$ cat src/rtl/tile_game_pkg.sv
// -----------------------------------------------------------------------------
// tile_game_pkg
// Shared definitions for the tile-matching game:
//   - MODE_W      : width of the mode/state code driven to the HEX display
//   - state_e     : game states; the encodings are also the displayed mode codes
//                   (MENU=0, IDLE=1, ONE=2, REVEAL=3, DONE=4)
//   - HEX_*       : active-low seven-segment glyphs (gfedcba) for each mode
//   - mode_hex()  : mode code -> seven-segment glyph for the HEX layer
// -----------------------------------------------------------------------------
package tile_game_pkg;

  localparam int MODE_W = 3;

  typedef enum logic [MODE_W-1:0] {
    MENU   = 3'd0,
    IDLE   = 3'd1,
    ONE    = 3'd2,
    REVEAL = 3'd3,
    DONE   = 3'd4
  } state_e;

  // Digits 0..4 plus blank, active-low segments ordered gfedcba.
  localparam logic [6:0] HEX_MENU   = 7'b1000000;
  localparam logic [6:0] HEX_IDLE   = 7'b1111001;
  localparam logic [6:0] HEX_ONE    = 7'b0100100;
  localparam logic [6:0] HEX_REVEAL = 7'b0110000;
  localparam logic [6:0] HEX_DONE   = 7'b0011001;
  localparam logic [6:0] HEX_BLANK  = 7'b1111111;

  function automatic logic [6:0] mode_hex(input logic [MODE_W-1:0] m);
    logic [6:0] glyph;
    case (m)
      3'd0:    glyph = HEX_MENU;
      3'd1:    glyph = HEX_IDLE;
      3'd2:    glyph = HEX_ONE;
      3'd3:    glyph = HEX_REVEAL;
      3'd4:    glyph = HEX_DONE;
      default: glyph = HEX_BLANK;
    endcase
    return glyph;
  endfunction

endpackage

$ cat src/rtl/tile_pick_encoder.sv
// -----------------------------------------------------------------------------
// tile_pick_encoder
// Registers the tile switches and turns rising edges into at most one pick per
// cycle. A tile is eligible when its switch rises, it is not already matched,
// and it is not the tile currently held as the first pick. The lowest-index
// eligible tile wins; other simultaneous rises are dropped.
// Ports:
//   CLOCK_50     in   system clock
//   resetn       in   synchronous active-low reset (clears switch history)
//   sw           in   NUM_TILES tile-select switches
//   matched_mask in   NUM_TILES tiles already matched (excluded)
//   first_sel    in   NUM_TILES one-hot of the held first pick (excluded)
//   pick_valid   out  an eligible rising switch exists this cycle
//   pick_idx     out  index of the lowest eligible tile
// -----------------------------------------------------------------------------
module tile_pick_encoder
  import tile_game_pkg::*;
#(
  parameter int NUM_TILES = 10,
  parameter int IDX_W     = $clog2(NUM_TILES)
) (
  input  logic                 CLOCK_50,
  input  logic                 resetn,
  input  logic [NUM_TILES-1:0] sw,
  input  logic [NUM_TILES-1:0] matched_mask,
  input  logic [NUM_TILES-1:0] first_sel,
  output logic                 pick_valid,
  output logic [IDX_W-1:0]     pick_idx
);

  logic [NUM_TILES-1:0] sw_q, sw_d;
  logic [NUM_TILES-1:0] eligible;

  always_comb begin
    sw_d = sw;
  end

  always_ff @(posedge CLOCK_50) begin
    if (!resetn) begin
      sw_q <= '0;
    end else begin
      sw_q <= sw_d;
    end
  end

  generate
    for (genvar gi = 0; gi < NUM_TILES; gi++) begin : g_elig
      assign eligible[gi] = sw[gi] & ~sw_q[gi] & ~matched_mask[gi] & ~first_sel[gi];
    end
  endgenerate

  // Scan from the top down so the last hit (lowest index) wins.
  always_comb begin
    pick_valid = 1'b0;
    pick_idx   = '0;
    for (int i = NUM_TILES - 1; i >= 0; i--) begin
      if (eligible[i]) begin
        pick_valid = 1'b1;
        pick_idx   = IDX_W'(i);
      end
    end
  end

endmodule

$ cat src/rtl/tile_match_engine.sv
// -----------------------------------------------------------------------------
// tile_match_engine
// Pick/compare/reveal state machine for a NUM_TILES tile-matching game with a
// runtime colour map. Tracks matched tiles, counts pair attempts (saturating)
// and drives the tile lamps.
// Optional build macro: TILE_MATCH_BLINK_EN -- when defined, the two picked
// lamps blink with half-period BLINK_CYCLES during REVEAL (starting lit);
// otherwise they stay steady and no blink counter exists.
// Ports:
//   CLOCK_50      in   system clock
//   resetn        in   synchronous active-low reset
//   start         in   begin a game from MENU or DONE (clears the board)
//   quit          in   abandon the game; highest priority
//   sw            in   NUM_TILES tile-select switches
//   tile_colors   in   colour of tile i at [i*COLOR_W +: COLOR_W]
//   led           out  lamps: matched tiles plus current picks (registered)
//   first_color   out  colour latched with the first pick
//   second_color  out  colour latched with the second pick
//   first_valid   out  first pick held
//   second_valid  out  second pick held
//   matched_mask  out  tiles already matched
//   moves         out  completed pair attempts, saturating
//   game_over     out  high in DONE
//   mode          out  state code for the HEX display
// -----------------------------------------------------------------------------
module tile_match_engine
  import tile_game_pkg::*;
#(
  parameter int NUM_TILES     = 10,
  parameter int COLOR_W       = 3,
  parameter int SCORE_W       = 8,
  parameter int REVEAL_CYCLES = 100000000,
  parameter int BLINK_CYCLES  = 12500000
) (
  input  logic                           CLOCK_50,
  input  logic                           resetn,
  input  logic                           start,
  input  logic                           quit,
  input  logic [NUM_TILES-1:0]           sw,
  input  logic [NUM_TILES*COLOR_W-1:0]   tile_colors,
  output logic [NUM_TILES-1:0]           led,
  output logic [COLOR_W-1:0]             first_color,
  output logic [COLOR_W-1:0]             second_color,
  output logic                           first_valid,
  output logic                           second_valid,
  output logic [NUM_TILES-1:0]           matched_mask,
  output logic [SCORE_W-1:0]             moves,
  output logic                           game_over,
  output logic [2:0]                     mode
);

  localparam int IDX_W   = $clog2(NUM_TILES);
  localparam int TIMER_W = $clog2(REVEAL_CYCLES + 1);
  localparam logic [TIMER_W-1:0] TIMER_LOAD = TIMER_W'(REVEAL_CYCLES - 1);

  generate
    if ((NUM_TILES < 2) || ((NUM_TILES % 2) != 0)) begin : g_bad_tiles
      $error("tile_match_engine: NUM_TILES must be even and >= 2");
    end
    if (REVEAL_CYCLES < 1) begin : g_bad_reveal
      $error("tile_match_engine: REVEAL_CYCLES must be >= 1");
    end
    if (BLINK_CYCLES < 1) begin : g_bad_blink
      $error("tile_match_engine: BLINK_CYCLES must be >= 1");
    end
  endgenerate

  function automatic logic [NUM_TILES-1:0] onehot(input logic [IDX_W-1:0] idx);
    logic [NUM_TILES-1:0] v;
    v      = '0;
    v[idx] = 1'b1;
    return v;
  endfunction

  // ---------------------------------------------------------------------------
  // State
  // ---------------------------------------------------------------------------
  state_e               state_q, state_d;
  logic [IDX_W-1:0]     idx1_q, idx1_d, idx2_q, idx2_d;
  logic [COLOR_W-1:0]   color1_q, color1_d, color2_q, color2_d;
  logic                 valid1_q, valid1_d, valid2_q, valid2_d;
  logic                 match_q, match_d;
  logic [NUM_TILES-1:0] matched_q, matched_d;
  logic [SCORE_W-1:0]   moves_q, moves_d;
  logic [TIMER_W-1:0]   timer_q, timer_d;
  logic [NUM_TILES-1:0] led_q, led_d;

  logic [COLOR_W-1:0]   tile_color [NUM_TILES];
  logic [NUM_TILES-1:0] first_sel;
  logic                 pick_valid;
  logic [IDX_W-1:0]     pick_idx;
  logic [COLOR_W-1:0]   pick_color;
  logic                 clear_picks;
  logic                 picks_lit;

  generate
    for (genvar gi = 0; gi < NUM_TILES; gi++) begin : g_colors
      assign tile_color[gi] = tile_colors[gi*COLOR_W +: COLOR_W];
    end
  endgenerate

  assign pick_color = tile_color[pick_idx];
  assign first_sel  = valid1_q ? onehot(idx1_q) : '0;

  tile_pick_encoder #(
    .NUM_TILES (NUM_TILES),
    .IDX_W     (IDX_W)
  ) u_pick (
    .CLOCK_50     (CLOCK_50),
    .resetn       (resetn),
    .sw           (sw),
    .matched_mask (matched_q),
    .first_sel    (first_sel),
    .pick_valid   (pick_valid),
    .pick_idx     (pick_idx)
  );

  // ---------------------------------------------------------------------------
  // Next-state logic
  // ---------------------------------------------------------------------------
  always_comb begin
    state_d     = state_q;
    idx1_d      = idx1_q;
    idx2_d      = idx2_q;
    color1_d    = color1_q;
    color2_d    = color2_q;
    valid1_d    = valid1_q;
    valid2_d    = valid2_q;
    match_d     = match_q;
    matched_d   = matched_q;
    moves_d     = moves_q;
    timer_d     = timer_q;
    clear_picks = 1'b0;

    if (quit) begin
      // Quit beats start, picks and expiry; the board stays up for display.
      state_d     = MENU;
      clear_picks = 1'b1;
    end else begin
      case (state_q)
        MENU, DONE: begin
          if (start) begin
            state_d     = IDLE;
            matched_d   = '0;
            moves_d     = '0;
            clear_picks = 1'b1;
          end
        end
        IDLE: begin
          if (pick_valid) begin
            state_d  = ONE;
            idx1_d   = pick_idx;
            color1_d = pick_color;
            valid1_d = 1'b1;
          end
        end
        ONE: begin
          if (pick_valid) begin
            state_d  = REVEAL;
            idx2_d   = pick_idx;
            color2_d = pick_color;
            valid2_d = 1'b1;
            match_d  = (color1_q == pick_color);
            timer_d  = TIMER_LOAD;
            if (moves_q != '1) begin
              moves_d = moves_q + SCORE_W'(1);
            end
          end
        end
        REVEAL: begin
          if (timer_q == '0) begin
            if (match_q) begin
              matched_d = matched_q | onehot(idx1_q) | onehot(idx2_q);
            end
            clear_picks = 1'b1;
            state_d     = (&matched_d) ? DONE : IDLE;
          end else begin
            timer_d = timer_q - TIMER_W'(1);
          end
        end
        default: begin
          state_d     = MENU;
          clear_picks = 1'b1;
        end
      endcase
    end

    if (clear_picks) begin
      idx1_d   = '0;
      idx2_d   = '0;
      color1_d = '0;
      color2_d = '0;
      valid1_d = 1'b0;
      valid2_d = 1'b0;
      match_d  = 1'b0;
      timer_d  = '0;
    end
  end

  // ---------------------------------------------------------------------------
  // Reveal blink (optional)
  // ---------------------------------------------------------------------------
`ifdef TILE_MATCH_BLINK_EN
  localparam int BLINK_W = (BLINK_CYCLES > 1) ? $clog2(BLINK_CYCLES) : 1;
  localparam logic [BLINK_W-1:0] BLINK_LAST = BLINK_W'(BLINK_CYCLES - 1);

  logic [BLINK_W-1:0] blink_cnt_q, blink_cnt_d;
  logic               blink_on_q, blink_on_d;

  // Counter restarts lit on every REVEAL entry and idles outside REVEAL.
  always_comb begin
    blink_cnt_d = '0;
    blink_on_d  = 1'b1;
    if ((state_q == REVEAL) && (state_d == REVEAL)) begin
      if (blink_cnt_q == BLINK_LAST) begin
        blink_cnt_d = '0;
        blink_on_d  = ~blink_on_q;
      end else begin
        blink_cnt_d = blink_cnt_q + BLINK_W'(1);
        blink_on_d  = blink_on_q;
      end
    end
  end

  always_ff @(posedge CLOCK_50) begin
    if (!resetn) begin
      blink_cnt_q <= '0;
      blink_on_q  <= 1'b1;
    end else begin
      blink_cnt_q <= blink_cnt_d;
      blink_on_q  <= blink_on_d;
    end
  end

  assign picks_lit = blink_on_d;
`else
  assign picks_lit = 1'b1;
`endif

  // Lamps are built from next-state values so they change on the same edge
  // as the state they reflect.
  always_comb begin
    led_d = matched_d;
    if (valid1_d && picks_lit) begin
      led_d = led_d | onehot(idx1_d);
    end
    if (valid2_d && picks_lit) begin
      led_d = led_d | onehot(idx2_d);
    end
  end

  // ---------------------------------------------------------------------------
  // Registers
  // ---------------------------------------------------------------------------
  always_ff @(posedge CLOCK_50) begin
    if (!resetn) begin
      state_q   <= MENU;
      idx1_q    <= '0;
      idx2_q    <= '0;
      color1_q  <= '0;
      color2_q  <= '0;
      valid1_q  <= 1'b0;
      valid2_q  <= 1'b0;
      match_q   <= 1'b0;
      matched_q <= '0;
      moves_q   <= '0;
      timer_q   <= '0;
      led_q     <= '0;
    end else begin
      state_q   <= state_d;
      idx1_q    <= idx1_d;
      idx2_q    <= idx2_d;
      color1_q  <= color1_d;
      color2_q  <= color2_d;
      valid1_q  <= valid1_d;
      valid2_q  <= valid2_d;
      match_q   <= match_d;
      matched_q <= matched_d;
      moves_q   <= moves_d;
      timer_q   <= timer_d;
      led_q     <= led_d;
    end
  end

  assign led          = led_q;
  assign first_color  = color1_q;
  assign second_color = color2_q;
  assign first_valid  = valid1_q;
  assign second_valid = valid2_q;
  assign matched_mask = matched_q;
  assign moves        = moves_q;
  assign game_over    = (state_q == DONE);
  assign mode         = state_q;

endmodule
$ cat config.mk
export PLATFORM = sky130hd
export DESIGN_NAME = tile_match_engine
export DESIGN_NICKNAME = d
export VERILOG_FILES = /design/src/rtl/tile_game_pkg.sv /design/src/rtl/tile_pick_encoder.sv /design/src/rtl/tile_match_engine.sv
export SDC_FILE = /design/constraint.sdc
export NUM_CORES = 1
export LEC_CHECK = 0
export CORE_MARGIN = 2
export CORE_UTILIZATION = 45
export DETAILED_ROUTE_END_ITERATION = 10
export PLACE_DENSITY = 0.73
export SYNTH_ARGS = -nofsm -noshare
export SYNTH_HDL_FRONTEND = slang
export SYNTH_SLANG_ARGS = --single-unit
$ cat constraint.sdc
create_clock -name CLOCK_50 -period 5.41 [get_ports CLOCK_50]
set_input_delay 1.082 -clock CLOCK_50 [delete_from_list [all_inputs] [get_ports CLOCK_50]]
set_output_delay 1.082 -clock CLOCK_50 [all_outputs]
set_load 0.02 [all_outputs]
; Yosys cells after proc, flatten, opt, wreduce, memory -nomap -nowiden
; Index checks and enable logic that the tools add are counted.
[op_classes]
n_addsub = 2
n_lt_le_gt_ge = 9
eq_ne = 12
n_mux = 75
n_bitwise = 67
n_reduce_logical = 18
[op_table]
columns = operator, n
row1 = $mux 10, 10
row2 = $mux 4, 18
row3 = $mux 27, 2
row4 = $pmux 27 s2, 1
row5 = $or 10x10->10, 4
row6 = $not 1->1, 32
row7 = $and 1x1->1, 30
row8 = $logic_not 27->1, 1
row9 = $sub 27x1->27 const B, 1
row10 = $mux 1, 25
row11 = $mux 8, 3
row12 = $mux 3, 7
row13 = $lt 4x5->1 const B, 4
row14 = $pmux 10 s2, 1
row15 = $demux 1 s4, 4
row16 = $ge 4x1->1 const B, 4
row17 = $pmux 8 s2, 1
row18 = $bmux 3 s4, 1
row19 = $ne 2x2->1 const B, 6
row20 = $pmux 3 s4, 1
row21 = $reduce_and 10->1, 1
row22 = $add 8x1->8 const B, 1
row23 = $ne 8x8->1 const B, 1
row24 = $reduce_and 4->1, 2
row25 = 13 further kinds, 22
[totals]
regBits = 85
input_bits = 44
word_cells = 196

; Depth between registers and ports, before layout
[depth]
ltp_word = 29
depth_mapped = 12
mapped_depth_nobuf = 12

; Cells and area by module
; A second synthesis with hierarchy kept.
[hier_totals]
hier_cells = 607
area_unflattened_um2 = 5019.8
[modules_own_cells]
columns = mod, instances, cells_each, area_each_um2
row1 = tile_match_engine, 1, 558, 4534.3
row2 = tile_pick_encoder, 1, 49, 485.5

; Worst setup path before layout
; OpenSTA, ideal clock, no wires.
[synth_path]
kind = in2reg
startpoint = in sw[0]
endpoint = reg timer_q[23]
setup_ns = 0.070
arrival_ns = 3.260
required_time_ns = 5.340
setup_slack_ns = 2.080
cell_stages = 9
n_path_buf = 0
path_cell_list = nor3b_1 o32ai_4 nand2_2 nor3_4 a2111oi_4 nand3_2 or3_1 xor2_1 a21oi_1
[synth_via]
elab_chain_cells = 6
[synth_rtl]
columns = element, line
row1 = start: declaration, tile_match_engine.sv:39  ; input logic [NUM_TILES-1:0] sw,
row2 = $and 1x1->1 (3 in series), tile_pick_encoder.sv:48  ; assign eligible[gi] = sw[gi] & ~sw_q[gi] & ~matched_mask[gi] & ~first_sel[gi];
row3 = $mux 1, tile_pick_encoder.sv:57  ; if (eligible[i]) begin
row4 = $ne 2x2->1 (no line), -
row5 = $reduce_and 4->1 (no line), -
row6 = end signal: assignment, tile_match_engine.sv:280  ; timer_q <= timer_d;
row7 = end: declaration, tile_match_engine.sv:85  ; logic [TIMER_W-1:0] timer_q, timer_d;
; Every way passes these cells.
; A chain may end at the register's enable or synchronous reset.

; Final worst setup path
[layout_path]
startpoint = in sw[0]
endpoint = reg led_q[9] (netlist: led[9])
[layout_via]
elab_chain_cells = 16
elab_cells_between_ends = 35
cone_classes = 4 x order compare / 24 x mux / 5 x bitwise / 2 x reduce/logical
[layout_rtl]
columns = element, line
row1 = $and 1x1->1 * (3 in series), tile_pick_encoder.sv:48
row2 = $mux 4 / $mux 1 (equally long branches), tile_pick_encoder.sv:57
row3 = $mux 4, tile_match_engine.sv:150  ; if (pick_valid) begin
row4 = $mux 4, tile_match_engine.sv:140  ; case (state_q)
row5 = $mux 4, tile_match_engine.sv:135  ; if (quit) begin
row6 = $mux 4, tile_match_engine.sv:188  ; if (clear_picks) begin
row7 = $lt 4x5->1 (not written as such) / $ge 4x1->1 (equally long branches), tile_match_engine.sv:71  ; v[idx] = 1'b1;
row8 = $logic_and 1x1->1 (not written as such), tile_match_engine.sv:71
row9 = $mux 1 (not written as such), tile_match_engine.sv:71
row10 = $demux 1 s4, tile_match_engine.sv:71
row11 = $or 10x10->10, tile_match_engine.sv:245  ; led_d = led_d | onehot(idx1_d);
row12 = $mux 10, tile_match_engine.sv:244  ; if (valid1_d && picks_lit) begin
row13 = $or 10x10->10, tile_match_engine.sv:248  ; led_d = led_d | onehot(idx2_d);
row14 = $mux 10 *, tile_match_engine.sv:247  ; if (valid2_d && picks_lit) begin
row15 = end signal: assignment, tile_match_engine.sv:281  ; led_q <= led_d;
row16 = end: declaration, tile_match_engine.sv:86  ; logic [NUM_TILES-1:0] led_q, led_d;
; Every way passes the cells marked *; elsewhere a longest branch is shown, timed or not.

==> impl_metrics.sql <==
INSERT INTO impl_metrics (metric_group, metric, value, unit) VALUES
('setup_path', 'critPathCaptureType', 'flip-flop', ''),
('timing', 'tightest_slew', '0.870', 'ns'),
('cells_and_area', 'final_cell_count_no_fill', '791', ''),
('synth', 'synth_commonest_cells', 'dfxtp_1, nor2_1, a21oi_1', ''),
('placed_design', 'gp_congestion', '0.909', ''),
('synth', 'mappedNetlistNets', '618', ''),
('synth', 'synth_ff_type', 'dfxtp_1', ''),
('global_routing', 'grt.total_usage', '0.232', ''),
('drt', 'wl_per_cell', '17.3', 'um'),
('clock_network', 'cts.root.buffer_cell', 'clkbuf_8', ''),
('clock_network', 'tritoncts_num_sinks', '85', ''),
('drt', 'drtIter0Drc', '366', ''),
('min_path', 'holdCritPathClass', 'reg2reg', ''),
('timing', 'setup_tns', '0', 'ns'),
('global_routing', 'grt_pass1_vias', '4368', ''),
('run', 'max-cap-violations', '0', ''),
('cells_and_area', 'area.sequential', '1700', 'um^2'),
('setup_path', 'path_class', 'in2reg', ''),
('pwr', 'switching_share_of_power', '0.306', ''),
('synth', 'synth_instances', '572', ''),
('setup_path', 'crit_slowest_cell', 'nor4b_4', ''),
('clock_network', 'cts_htree_levels', '3', ''),
('cells_and_area', 'antenna_cells', '0', ''),
('cells_and_area', 'multi_input_area', '3070', 'um^2'),
('pwr', 'power.share.sequential', '0.496', ''),
('global_routing', 'grt_overflow_total', '0', ''),
('synth', 'post_synthesis_instance_area', '4930', 'um^2'),
('clock_network', 'ctsHoldBuffers', '0', ''),
('clock_network', 'cts-buffers-inserted', '9', ''),
('die', 'die-width', '109', 'um'),
('drt', 'detailedRoute.firstPassIterationCount', '5', ''),
('cells_and_area', 'filler_cell_count', '981', ''),
('synth', 'post-synth-top-count-cell', 'dfxtp_1', ''),
('synth', 'synth_warnings', '0', ''),
('die', 'die_area', '11800', 'um^2'),
('die', 'coreArea', '10700', 'um^2'),
('timing', 'final.period_utilization', '0.789', ''),
('drt', 'postRouteWirelength', '13700', 'um'),
('setup_path', 'worst_ep_arrival_time', '4.58', 'ns'),
('timing', 'finalWorstPathRequiredPeriod', '4.27', 'ns'),
('synth', 'yosys.area.top_type_share', '0.345', ''),
('synth', 'synth.avg_cell_area', '8.62', 'um^2'),
('setup_path', 'start_kind', 'primary input', ''),
('pwr', 'comb_power_share', '0.161', ''),
('pwr', 'clock_power_share', '0.343', ''),
('placed_design', 'port_buffers', '83', ''),
('timing', 'max-slew-margin-rel', '0.418', ''),
('die', 'floorplan.die.height', '109', 'um'),
('setup_path', 'critPathRequiredTime', '5.72', 'ns'),
('die', 'floorplan.io_pins', '84', ''),
('timing', 'timing.final.setup_violations', '0', ''),
('timing', 'worst_hold_slack', '0.464', 'ns'),
('outcome', 'outcome', 'finished clean', ''),
('setup_path', 'max_stage_delay', '0.75', 'ns'),
('global_routing', 'grt_max_degree', '26', ''),
('global_routing', 'grt_pass1_wl', '21600', 'um'),
('timing', 'maxSlewViolCount', '0', ''),
('timing', 'rsz0062_at_grt', 'false', ''),
('drt', 'num_vias', '4727', ''),
('synth', 'postSynth.asyncResetShare', '0', ''),
('clock_network', 'cts.clk_slew.worst_paths', '0.11', 'ns'),
('placed_design', 'post-dp-hpwl', '10100', 'um'),
('pwr', 'vdd_ir_drop_max', '153', 'uV'),
('synth', 'synth-edff-count', '0', ''),
('setup_path', 'critPathMostFrequentCell', 'o21ai_0', ''),
('timing', 'finalHoldViolations', '0', ''),
('clock_network', 'tritoncts', 'yes', ''),
('setup_path', 'worstPathMaxFanout', '16', ''),
('cells_and_area', 'fin_nets', '692', ''),
('pwr', 'net-switching-power', '401', 'uW'),
('synth', 'synthDistinctLibCells', '87', '');
## power by group through the flow
stage | Clock (uW) | Combinational [uW] | Sequential [uW]
finish | 449 | 211 | 650
CTS | 454 | 210 | 650
global placement | 0 | 206 | 664
detailed placement | 0 | 208 | 664
floorplan | 0 | 128 | 666
global route | 485 | 227 | 652
## routing by layer
metal | GRT usage | vias to the layer above | wire [um]
met5 | 0 | - | 0
met4 | 0.0861 | 0 | 324
met3 | 0.0502 | 29 | 886
met2 | 0.363 | 176 | 6270
met1 | 0.314 | 2254 | 6240
li1 | - | 2268 | -
## critical path: cells and delay by family
kind | cells | cell delay [ns]
muxes | 1 | 0.26
buffers and inverters | 1 | 0.51
and+or+nand+nor | 5 | 1.95
AOI/OAI and AO/OA | 4 | 0.77
## metrics by stage
step / worst slack [ns] / util / instance area [um^2] / total power, uW
final: 1.14 / 0.562 / 6040 / 1310
after global routing: 0.914 / 0.562 / 6040 / 1360
after CTS: 1.19 / 0.562 / 6040 / 1310
after detailed placement: 0.830 / 0.544 / 5850 / 873
after global placement: 1.06 / 0.544 / 5850 / 870
after floorplan: 2.08 / - / 4930 / 794
## sequential cells by signal, indices dropped and copies added (netlist names)
register	flops
moves	8
idx1_q	4
mode	3
second_color	3
matched_mask	10
first_valid	1
u_pick.sw_q	10
timer_q	27
second_valid	1
first_color	3
led	10
match_q	1
idx2_q	4
## logic make-up (layout without fill, tap and decap cells)
logic type	count (synthesis)	after routing	synth area share
mux	12	12	0.0249
xor+xnor	30	30	0.0533
fa+ha+maj	2	2	0.00507
buf+inv	35	114	0.0327
flops	85	85	0.345
simple gates	245	245	0.290
compound gates	163	163	0.249
## worst paths after layout
path,from,to,slack [ns],cells past startpoint
max,sw[0],led[9]$_SDFF_PN0_,1.14,11
min,second_color[0]$_SDFFE_PP0P_,second_color[0]$_SDFFE_PP0P_,0.46,2
max reg2reg,first_valid$_SDFF_PN0_,led[0]$_SDFF_PN0_,1.64,10
min reg2reg,second_color[0]$_SDFFE_PP0P_,second_color[0]$_SDFFE_PP0P_,0.46,2
## final cells by class
class	count	share of cell area
Inverter	12	0.00746
Clock buffer	9	0.0205
Tap cell	140	0.0290
Clock inverter	7	0.0112
Sequential cell	85	0.282
Multi-Input combinational cell	452	0.509
Timing Repair Buffer	86	0.141
## cells in the final DEF, fill, tap and decap left out, types with 4 or more instances in the layout
cell type        instances
o21ai_0                 25
o221a_2                  4
nor4b_2                  4
nor4_1                   8
and3_1                   4
nand3b_1                 5
or3_1                    9
inv_1                   12
dfxtp_1                 85
nor3_1                  17
nor2_1                  69
xor2_1                  15
clkdlybuf4s50_1         83
and2_1                  10
o32ai_1                  7
a21o_1                   8
a31oi_1                  5
or4_1                    4
nand2_1                 39
or2_2                    4
a21oi_1                 44
mux2i_1                 10
nand2b_1                14
xnor2_1                 15
a22oi_1                  5
o22ai_1                 10
clkbuf_8                 9
nand3_1                  9
nor3b_1                  8
a211oi_1                 5
a21boi_0                 5
nand4_1                  7
(Power assumes the default switching activity.)
